==> config.mk <==
export PLATFORM = sky130hd
export DESIGN_NAME = anim_seq_fsm
export DESIGN_NICKNAME = d
export VERILOG_FILES = /design/src/rtl/anim_pkg.sv /design/src/rtl/anim_frame_ctr.sv /design/src/rtl/anim_seq_fsm.sv
export SDC_FILE = /design/constraint.sdc
export NUM_CORES = 1
export LEC_CHECK = 0
export ABC_AREA = 1
export BUFFER_PORTS_ARGS = -buffer_cell sky130_fd_sc_hd__buf_2
export CORE_ASPECT_RATIO = 1.4
export CORE_MARGIN = 1
export CORE_UTILIZATION = 35
export DETAILED_ROUTE_END_ITERATION = 10
export GPL_ROUTABILITY_DRIVEN = 0
export GPL_TIMING_DRIVEN = 0
export HOLD_SLACK_MARGIN = 0.12
export SLEW_MARGIN = 20
export SYNTH_ARGS = -nofsm -noshare
export SYNTH_HDL_FRONTEND = slang
export SYNTH_HIERARCHICAL = 1
export SYNTH_SLANG_ARGS = --single-unit
==> constraint.sdc <==
create_clock -name Clk -period 3.8 [get_ports Clk]
set_input_delay 0 -clock Clk [delete_from_list [all_inputs] [get_ports Clk]]
set_output_delay 0 -clock Clk [all_outputs]
set_load 0.01 [all_outputs]
==> src/rtl/anim_pkg.sv <==
// anim_pkg: shared state/wrap types and default per-state timing for anim_seq_fsm
package anim_pkg;
  typedef enum logic [2:0] {
    ST_STAND,
    ST_ATTACK,
    ST_MOVE_L,
    ST_MOVE_R,
    ST_HURT,
    ST_DEFEND,
    ST_DIE
  } anim_state_t;
  typedef enum logic [1:0] {
    WR_LOOP,
    WR_STOP,
    WR_HOLD
  } wrap_mode_t;
  localparam int DEF_LAST_STAND  = 7;
  localparam int DEF_LAST_MOVE_R = 3;
  localparam int DEF_LAST_MOVE_L = 4;
  localparam int DEF_LAST_ATTACK = 8;
  localparam int DEF_LAST_HURT   = 3;
  localparam int DEF_LAST_DEFEND = 0;
  localparam int DEF_LAST_DIE    = 11;
  localparam int DEF_DLY_STAND   = 8;
  localparam int DEF_DLY_MOVE    = 8;
  localparam int DEF_DLY_ATTACK  = 2;
  localparam int DEF_DLY_HURT    = 3;
  localparam int DEF_DLY_DEFEND  = 2;
  localparam int DEF_DLY_DIE     = 3;
  localparam int DEF_HIT_FRAME   = 5;
endpackage

==> src/rtl/anim_frame_ctr.sv <==
// anim_frame_ctr: per-frame tick divider and frame index with loop/stop/hold wrap
module anim_frame_ctr
  import anim_pkg::*;
#(
  parameter int FRAME_W = 8,
  parameter int DELAY_W = 8
) (
  input  logic               i_clk,
  input  logic               i_rst_n,
  input  logic               i_clear,
  input  logic               i_advance,
  input  logic [FRAME_W-1:0] i_last,
  input  logic [DELAY_W-1:0] i_dly,
  input  wrap_mode_t         i_wrap_mode,
  output logic [FRAME_W-1:0] o_frame,
  output logic               o_step,
  output logic               o_at_end
);
  logic [DELAY_W-1:0] r_delay;
  logic [FRAME_W-1:0] r_frame;
  assign o_frame  = r_frame;
  assign o_step   = r_delay >= i_dly;
  assign o_at_end = o_step && r_frame >= i_last;
  // count ticks within a frame, then step the frame; at the last frame wrap or hold
  always_ff @(posedge i_clk or negedge i_rst_n)
    if (!i_rst_n) begin
      r_delay <= '0;
      r_frame <= '0;
    end else if (i_clear) begin
      r_delay <= '0;
      r_frame <= '0;
    end else if (i_advance) begin
      r_delay <= o_step ? '0 : r_delay + 1'b1;
      if (o_step)
        r_frame <= !o_at_end ? r_frame + 1'b1 : i_wrap_mode == WR_HOLD ? r_frame : '0;
    end
endmodule

==> src/rtl/anim_seq_fsm.sv <==
// anim_seq_fsm: character animation sequencer; optional ANIM_FACING_EN adds facing_o
module anim_seq_fsm
  import anim_pkg::*;
#(
  parameter int FRAME_W     = 8,
  parameter int DELAY_W     = 8,
  parameter int LAST_STAND  = DEF_LAST_STAND,
  parameter int LAST_MOVE_R = DEF_LAST_MOVE_R,
  parameter int LAST_MOVE_L = DEF_LAST_MOVE_L,
  parameter int LAST_ATTACK = DEF_LAST_ATTACK,
  parameter int LAST_HURT   = DEF_LAST_HURT,
  parameter int LAST_DEFEND = DEF_LAST_DEFEND,
  parameter int LAST_DIE    = DEF_LAST_DIE,
  parameter int DLY_STAND   = DEF_DLY_STAND,
  parameter int DLY_MOVE    = DEF_DLY_MOVE,
  parameter int DLY_ATTACK  = DEF_DLY_ATTACK,
  parameter int DLY_HURT    = DEF_DLY_HURT,
  parameter int DLY_DEFEND  = DEF_DLY_DEFEND,
  parameter int DLY_DIE     = DEF_DLY_DIE,
  parameter int HIT_FRAME   = DEF_HIT_FRAME
) (
  input  logic               Clk,
  input  logic               Reset_n,
  input  logic               frame_clk,
  input  logic               game_active,
  input  logic               exist_i,
  input  logic               attack_i,
  input  logic               hurt_i,
  input  logic               defend_i,
  input  logic               move_r_i,
  input  logic               move_l_i,
  input  logic               die_i,
  output logic [2:0]         state_o,
  output logic [FRAME_W-1:0] frame_o,
  output logic               move_r_o,
  output logic               move_l_o,
  output logic               anim_done_o,
  output logic               hit_o,
  output logic               dead_o
`ifdef ANIM_FACING_EN
  ,
  output logic               facing_o
`endif
);
  localparam logic [FRAME_W-1:0] L_HIT_PREV = FRAME_W'(HIT_FRAME - 1);
  anim_state_t        r_state;
  logic               r_fclk_q;
  logic               r_tick;
  logic               r_ga_q;
  logic               r_restart;
  logic               r_move_r;
  logic               r_move_l;
  logic               r_done;
  logic               r_hit;
  anim_state_t        w_nxt;
  anim_state_t        w_req;
  logic               w_any;
  logic               w_intr;
  logic               w_upd;
  logic               w_adv;
  logic               w_mr;
  logic               w_ml;
  logic               w_done;
  logic               w_hit;
  logic               w_clear;
  logic               w_advance;
  logic               w_step;
  logic               w_at_end;
  logic [FRAME_W-1:0] w_frame;
  logic [FRAME_W-1:0] w_last;
  logic [DELAY_W-1:0] w_dly;
  wrap_mode_t         w_wrap;
  assign w_upd  = r_tick & exist_i & ~r_restart;
  assign w_any  = die_i | hurt_i | attack_i | defend_i | move_r_i | move_l_i;
  assign w_intr = die_i | hurt_i | attack_i;
  assign w_req  = die_i ? ST_DIE : hurt_i ? ST_HURT : attack_i ? ST_ATTACK :
                  defend_i ? ST_DEFEND : move_r_i ? ST_MOVE_R : ST_MOVE_L;
  assign w_last = r_state == ST_STAND  ? FRAME_W'(LAST_STAND)  :
                  r_state == ST_MOVE_R ? FRAME_W'(LAST_MOVE_R) :
                  r_state == ST_MOVE_L ? FRAME_W'(LAST_MOVE_L) :
                  r_state == ST_ATTACK ? FRAME_W'(LAST_ATTACK) :
                  r_state == ST_HURT   ? FRAME_W'(LAST_HURT)   :
                  r_state == ST_DEFEND ? FRAME_W'(LAST_DEFEND) : FRAME_W'(LAST_DIE);
  assign w_dly  = r_state == ST_STAND  ? DELAY_W'(DLY_STAND)  :
                  r_state == ST_MOVE_R || r_state == ST_MOVE_L ? DELAY_W'(DLY_MOVE) :
                  r_state == ST_ATTACK ? DELAY_W'(DLY_ATTACK) :
                  r_state == ST_HURT   ? DELAY_W'(DLY_HURT)   :
                  r_state == ST_DEFEND ? DELAY_W'(DLY_DEFEND) : DELAY_W'(DLY_DIE);
  assign w_wrap = r_state == ST_DIE ? WR_HOLD :
                  r_state == ST_ATTACK || r_state == ST_HURT ? WR_STOP : WR_LOOP;
  // any change of state restarts the frame counter; staying just advances it
  assign w_clear   = r_restart | (w_upd & (w_nxt != r_state));
  assign w_advance = w_upd & w_adv;
  // hit strobes when the attack frame becomes HIT_FRAME, including entry when it is frame 0
  assign w_hit = w_upd && w_nxt == ST_ATTACK &&
                 (r_state == ST_ATTACK ? w_step && w_frame == L_HIT_PREV : HIT_FRAME == 0);
  // next-state selection with per-state interrupt rules
  always_comb begin
    w_nxt  = r_state;
    w_adv  = 1'b0;
    w_mr   = 1'b0;
    w_ml   = 1'b0;
    w_done = 1'b0;
    case (r_state)
      ST_STAND: begin
        w_nxt = w_any ? w_req : ST_STAND;
        w_adv = ~w_any;
      end
      ST_MOVE_R: begin
        w_nxt = w_intr ? w_req : move_r_i ? ST_MOVE_R : move_l_i ? ST_MOVE_L : ST_STAND;
        w_adv = ~w_intr & move_r_i;
        w_mr  = ~w_intr & move_r_i;
      end
      ST_MOVE_L: begin
        w_nxt = w_intr ? w_req : move_l_i ? ST_MOVE_L : move_r_i ? ST_MOVE_R : ST_STAND;
        w_adv = ~w_intr & move_l_i;
        w_ml  = ~w_intr & move_l_i;
      end
      ST_ATTACK, ST_HURT: begin
        w_nxt  = die_i ? ST_DIE : w_at_end ? ST_STAND : r_state;
        w_adv  = ~die_i & ~w_at_end;
        w_done = ~die_i & w_at_end;
      end
      ST_DEFEND: begin
        w_nxt = die_i ? ST_DIE : w_at_end && !defend_i ? ST_STAND : ST_DEFEND;
        w_adv = ~die_i & (~w_at_end | defend_i);
      end
      default: w_adv = 1'b1;
    endcase
  end
  // edge detectors for the frame tick and the game restart
  always_ff @(posedge Clk or negedge Reset_n)
    if (!Reset_n) begin
      r_fclk_q  <= 1'b0;
      r_tick    <= 1'b0;
      r_ga_q    <= 1'b0;
      r_restart <= 1'b0;
    end else begin
      r_fclk_q  <= frame_clk;
      r_tick    <= frame_clk & ~r_fclk_q;
      r_ga_q    <= game_active;
      r_restart <= game_active & ~r_ga_q;
    end
  // state register and one-cycle strobes, only on qualified tick cycles
  always_ff @(posedge Clk or negedge Reset_n)
    if (!Reset_n) begin
      r_state  <= ST_STAND;
      r_move_r <= 1'b0;
      r_move_l <= 1'b0;
      r_done   <= 1'b0;
      r_hit    <= 1'b0;
    end else begin
      r_state  <= r_restart ? ST_STAND : w_upd ? w_nxt : r_state;
      r_move_r <= w_upd & w_mr;
      r_move_l <= w_upd & w_ml;
      r_done   <= w_upd & w_done;
      r_hit    <= w_hit;
    end
  anim_frame_ctr #(
    .FRAME_W(FRAME_W),
    .DELAY_W(DELAY_W)
  ) u_ctr (
    .i_clk      (Clk),
    .i_rst_n    (Reset_n),
    .i_clear    (w_clear),
    .i_advance  (w_advance),
    .i_last     (w_last),
    .i_dly      (w_dly),
    .i_wrap_mode(w_wrap),
    .o_frame    (w_frame),
    .o_step     (w_step),
    .o_at_end   (w_at_end)
  );
  assign state_o     = r_state;
  assign frame_o     = w_frame;
  assign move_r_o    = r_move_r;
  assign move_l_o    = r_move_l;
  assign anim_done_o = r_done;
  assign hit_o       = r_hit;
  assign dead_o      = r_state == ST_DIE && w_frame == FRAME_W'(LAST_DIE);
`ifdef ANIM_FACING_EN
  logic r_facing;
  // facing follows the last movement direction entered
  always_ff @(posedge Clk or negedge Reset_n)
    if (!Reset_n) r_facing <= 1'b0;
    else if (w_upd && w_nxt != r_state)
      r_facing <= w_nxt == ST_MOVE_L ? 1'b1 : w_nxt == ST_MOVE_R ? 1'b0 : r_facing;
  assign facing_o = r_facing;
`endif
endmodule
==> metrics.cfg <==
[critical_path]
cp_slowest_stage_delay_ps = 460
critical-path-slowest-cell = sky130_fd_sc_hd__dfrtp_2
critical_path.startpoint = state_o[0]$_DFFE_PN0P_
crit_required_ps = 3950
timing.setup.critical_path_class = reg -> reg
timing.critical_path.arrival_ps = 3580
crit-reg2reg-launch = state_o[0]$_DFFE_PN0P_
crit_top_cell = sky130_fd_sc_hd__nand2_1
timing.critical_path.from_type = flop
worst-path-max-fanout = 10
type_of_element_capturing_the_critical_path = flop

[synth]
synthesis.area_per_instance_sq_um = 6.98
ys_warn_count = 6
synth.largest_area_cell = sky130_fd_sc_hd__dfrtp_1
synthCells = 302
number_of_synthesized_register_bits = 27
yosys.cell_types.count = 30
synth_largest_type_area_fraction_pct = 32.0
synthesis.area_sq_um = 2110
synth_area_leaders = sky130_fd_sc_hd__dfrtp_1 (32%), sky130_fd_sc_hd__nand2_1 (12%), sky130_fd_sc_hd__ha_1 (11%)
seq_area_frac_synth_pct = 32.0

[clocking]
insertion_delay_ps = 270
cts_root_buf = sky130_fd_sc_hd__clkbuf_8
buffers_from_clock_root_to_sink_at_most = 2
postCtsSetupRepairBufs = 0
tritoncts = yes
cts_htree_levels = 1
cts-buffers-inserted = 3
clk_pin_slew_ps = 90
clock_sink_count = 27

[timing]
finalHoldViolCount = 0
layout_setup_ws_ps = 362
max_slew_margin_pct = 59.5
report.final.slew_viol_count = 0
fin_crit_ps = 3440
worst_slew_pin_slew_ps = 607
setup_viol = 0
final.setup.tns_ps = 0
layout_worst_path_cycle_share_pct = 90.5
maximum_operating_frequency_mhz = 291
fin_skew_ps = 3.77

[die]
die_height_um = 93.8
effective_utilization_at_floorplan_pct = 36.2
top_level_ports = 27
std_cell_rows = 33
area_of_the_core_region_sq_um = 5820
fp.dieW_um = 67.6
fp.dieArea_sq_um = 6340

[placement]
dp_slack_ps = 214
buffer_ports.inserted = 26
detailedPlacementHpwl_mm = 3.71
placed_area_sq_um = 2360

[cells_and_area]
area_delta_synth_final_pct = 16.6
final_nets = 375
diodes = 0
final_common_cell = sky130_fd_sc_hd__nand2_1
fraction_of_final_layout_cells_sized_beyond_drive_strength_1_pct = 13.6
post-route-cell-area_sq_um = 2460
layout_common_cells = sky130_fd_sc_hd__nand2_1 (70), sky130_fd_sc_hd__inv_1 (54), sky130_fd_sc_hd__nor2_1 (35)

[global_routing]
initial_antenna_violation_count = 0
gr-usage-all-layers_pct = 16.4
gr-total-overflow = 0
first_global_vias = 1825
grt_first_pass_wirelength_mm = 8.09
grt_max_degree = 28

[flow_run]
maxCapViolations = 0

[drt]
met2_wirelength_mm = 2.29
wl_met3_um = 169
antenna_violating_nets_post_route = 0
detail_route.iter0.violations = 60
via_per_inst = 4.76
drt_pass1_iterations = 4
drc = 0
vias = 1977
top_signal_layer_used = met4
postRouteWirelength_mm = 4.59
m1WireLength_mm = 2.06
detail_route.wl_per_cell_um = 11.1

[pwr]
power_density_nw_per_um2 = 307
max-vdd-ir-drop_uv = 241
leakagePower_nw = 1.35

[min_path]
timing.hold.worst.class = in -> reg
worstHoldStart = move_r_i

[status]
outcome = complete, no violations

==> registers in the layout (all words and copies together), names as in the netlist <==
name and cells:
hit_o 1, u_ctr/r_delay 8, move_r_o 1, u_ctr/o_frame 8, move_l_o 1, r_tick 1, r_restart 1, state_o 3
r_ga_q 1, r_fclk_q 1, anim_done_o 1
==> through the flow <==
stage | power [mW] | utilization, % | instances | hold slack, ps
after global routing | 0.821 | 42.2 | 415 | 169
after global placement | 0.594 | 40.5 | 406 | 50.9
final | 0.755 | 42.2 | 415 | 125
after floorplan | 0.521 | - | 310 | -296
after CTS | 0.766 | 42.1 | 415 | 124
after detailed placement | 0.598 | 40.5 | 406 | 46.0
==> logic make-up after synthesis <==
kind of cell | Yosys count | synth area share, %
buffers and inverters | 59 | 10.9
other | 1 | 0.178
XOR/XNOR | 9 | 3.74
flip-flops | 27 | 32.0
AND/OR/NAND/NOR | 156 | 33.9
adder cells (fa/ha/maj) | 18 | 10.7
AO/OA/AOI/OAI | 32 | 8.55
==> routing by layer <==
layer | global-route usage (%) | vias to the layer above
met5 | 0 | -
met4 | 4.61 | 0
met3 | 1.58 | 6
met2 | 28.3 | 42
met1 | 21.2 | 896
li1 | - | 1033
==> path summary, 6_finish.rpt <==
path	endpoint	slack, ps	cells after the start
worst max register to register	u_ctr/o_frame[5]$_DFFE_PN0P_	360	25
worst max-delay path	u_ctr/o_frame[5]$_DFFE_PN0P_	360	25
min in group asynchronous	u_ctr/o_frame[5]$_DFFE_PN0P_	270	2
worst min register to register	r_tick$_DFF_PN0_	390	1
worst min-delay path	move_r_o$_DFF_PN0_	120	5
max in group asynchronous	state_o[0]$_DFFE_PN0P_	3100	2
==> power breakdown <==
| group | switching [mW] | internal, mW |
|---|---|---|
| registers | 0.0393 | 0.307 |
| logic | 0.151 | 0.0977 |
| clock network | 0.0849 | 0.0750 |
==> worst max-delay path, delay by kind of cell (launching register included) <==
kind,cells,cell delay [ps]
flops,1,460
compound gates,1,90
simple gates,16,1580
fa+ha+maj,1,300
buf+inv,7,880
==> synthesized netlist by cell type (all sizes together) <==
cell type   n
a21o        1
ha         18
nor2       40
a21oi      12
nand3b      2
o21ai      14
nor3b       1
inv        58
nand2      71
buf         1
xnor2       2
o21a        2
o31ai       1
nand3      27
dfrtp      27
or2         1
nand4       6
conb        1
nor3        8
o22ai       2
xor2        7
==> final cells by class <==
type | instances | area [sq um]
well taps | 70 | 87.6
repair buffers | 31 | 180
fillers | 617 | 3360
inverters | 58 | 218
flip-flops and latches | 27 | 677
clock buffers | 4 | 45.0
plain buffers | 1 | 11.3
multi-input cells | 224 | 1240
==> what timing repair did <==
action | in CTS | in global routing
setup endpoints to repair | 0 | 10
endpoints found under the hold margin | 33 | 0
hold buffers | 5 | 0
gates resized for setup | 0 | 2
(Power assumes the default switching activity.)
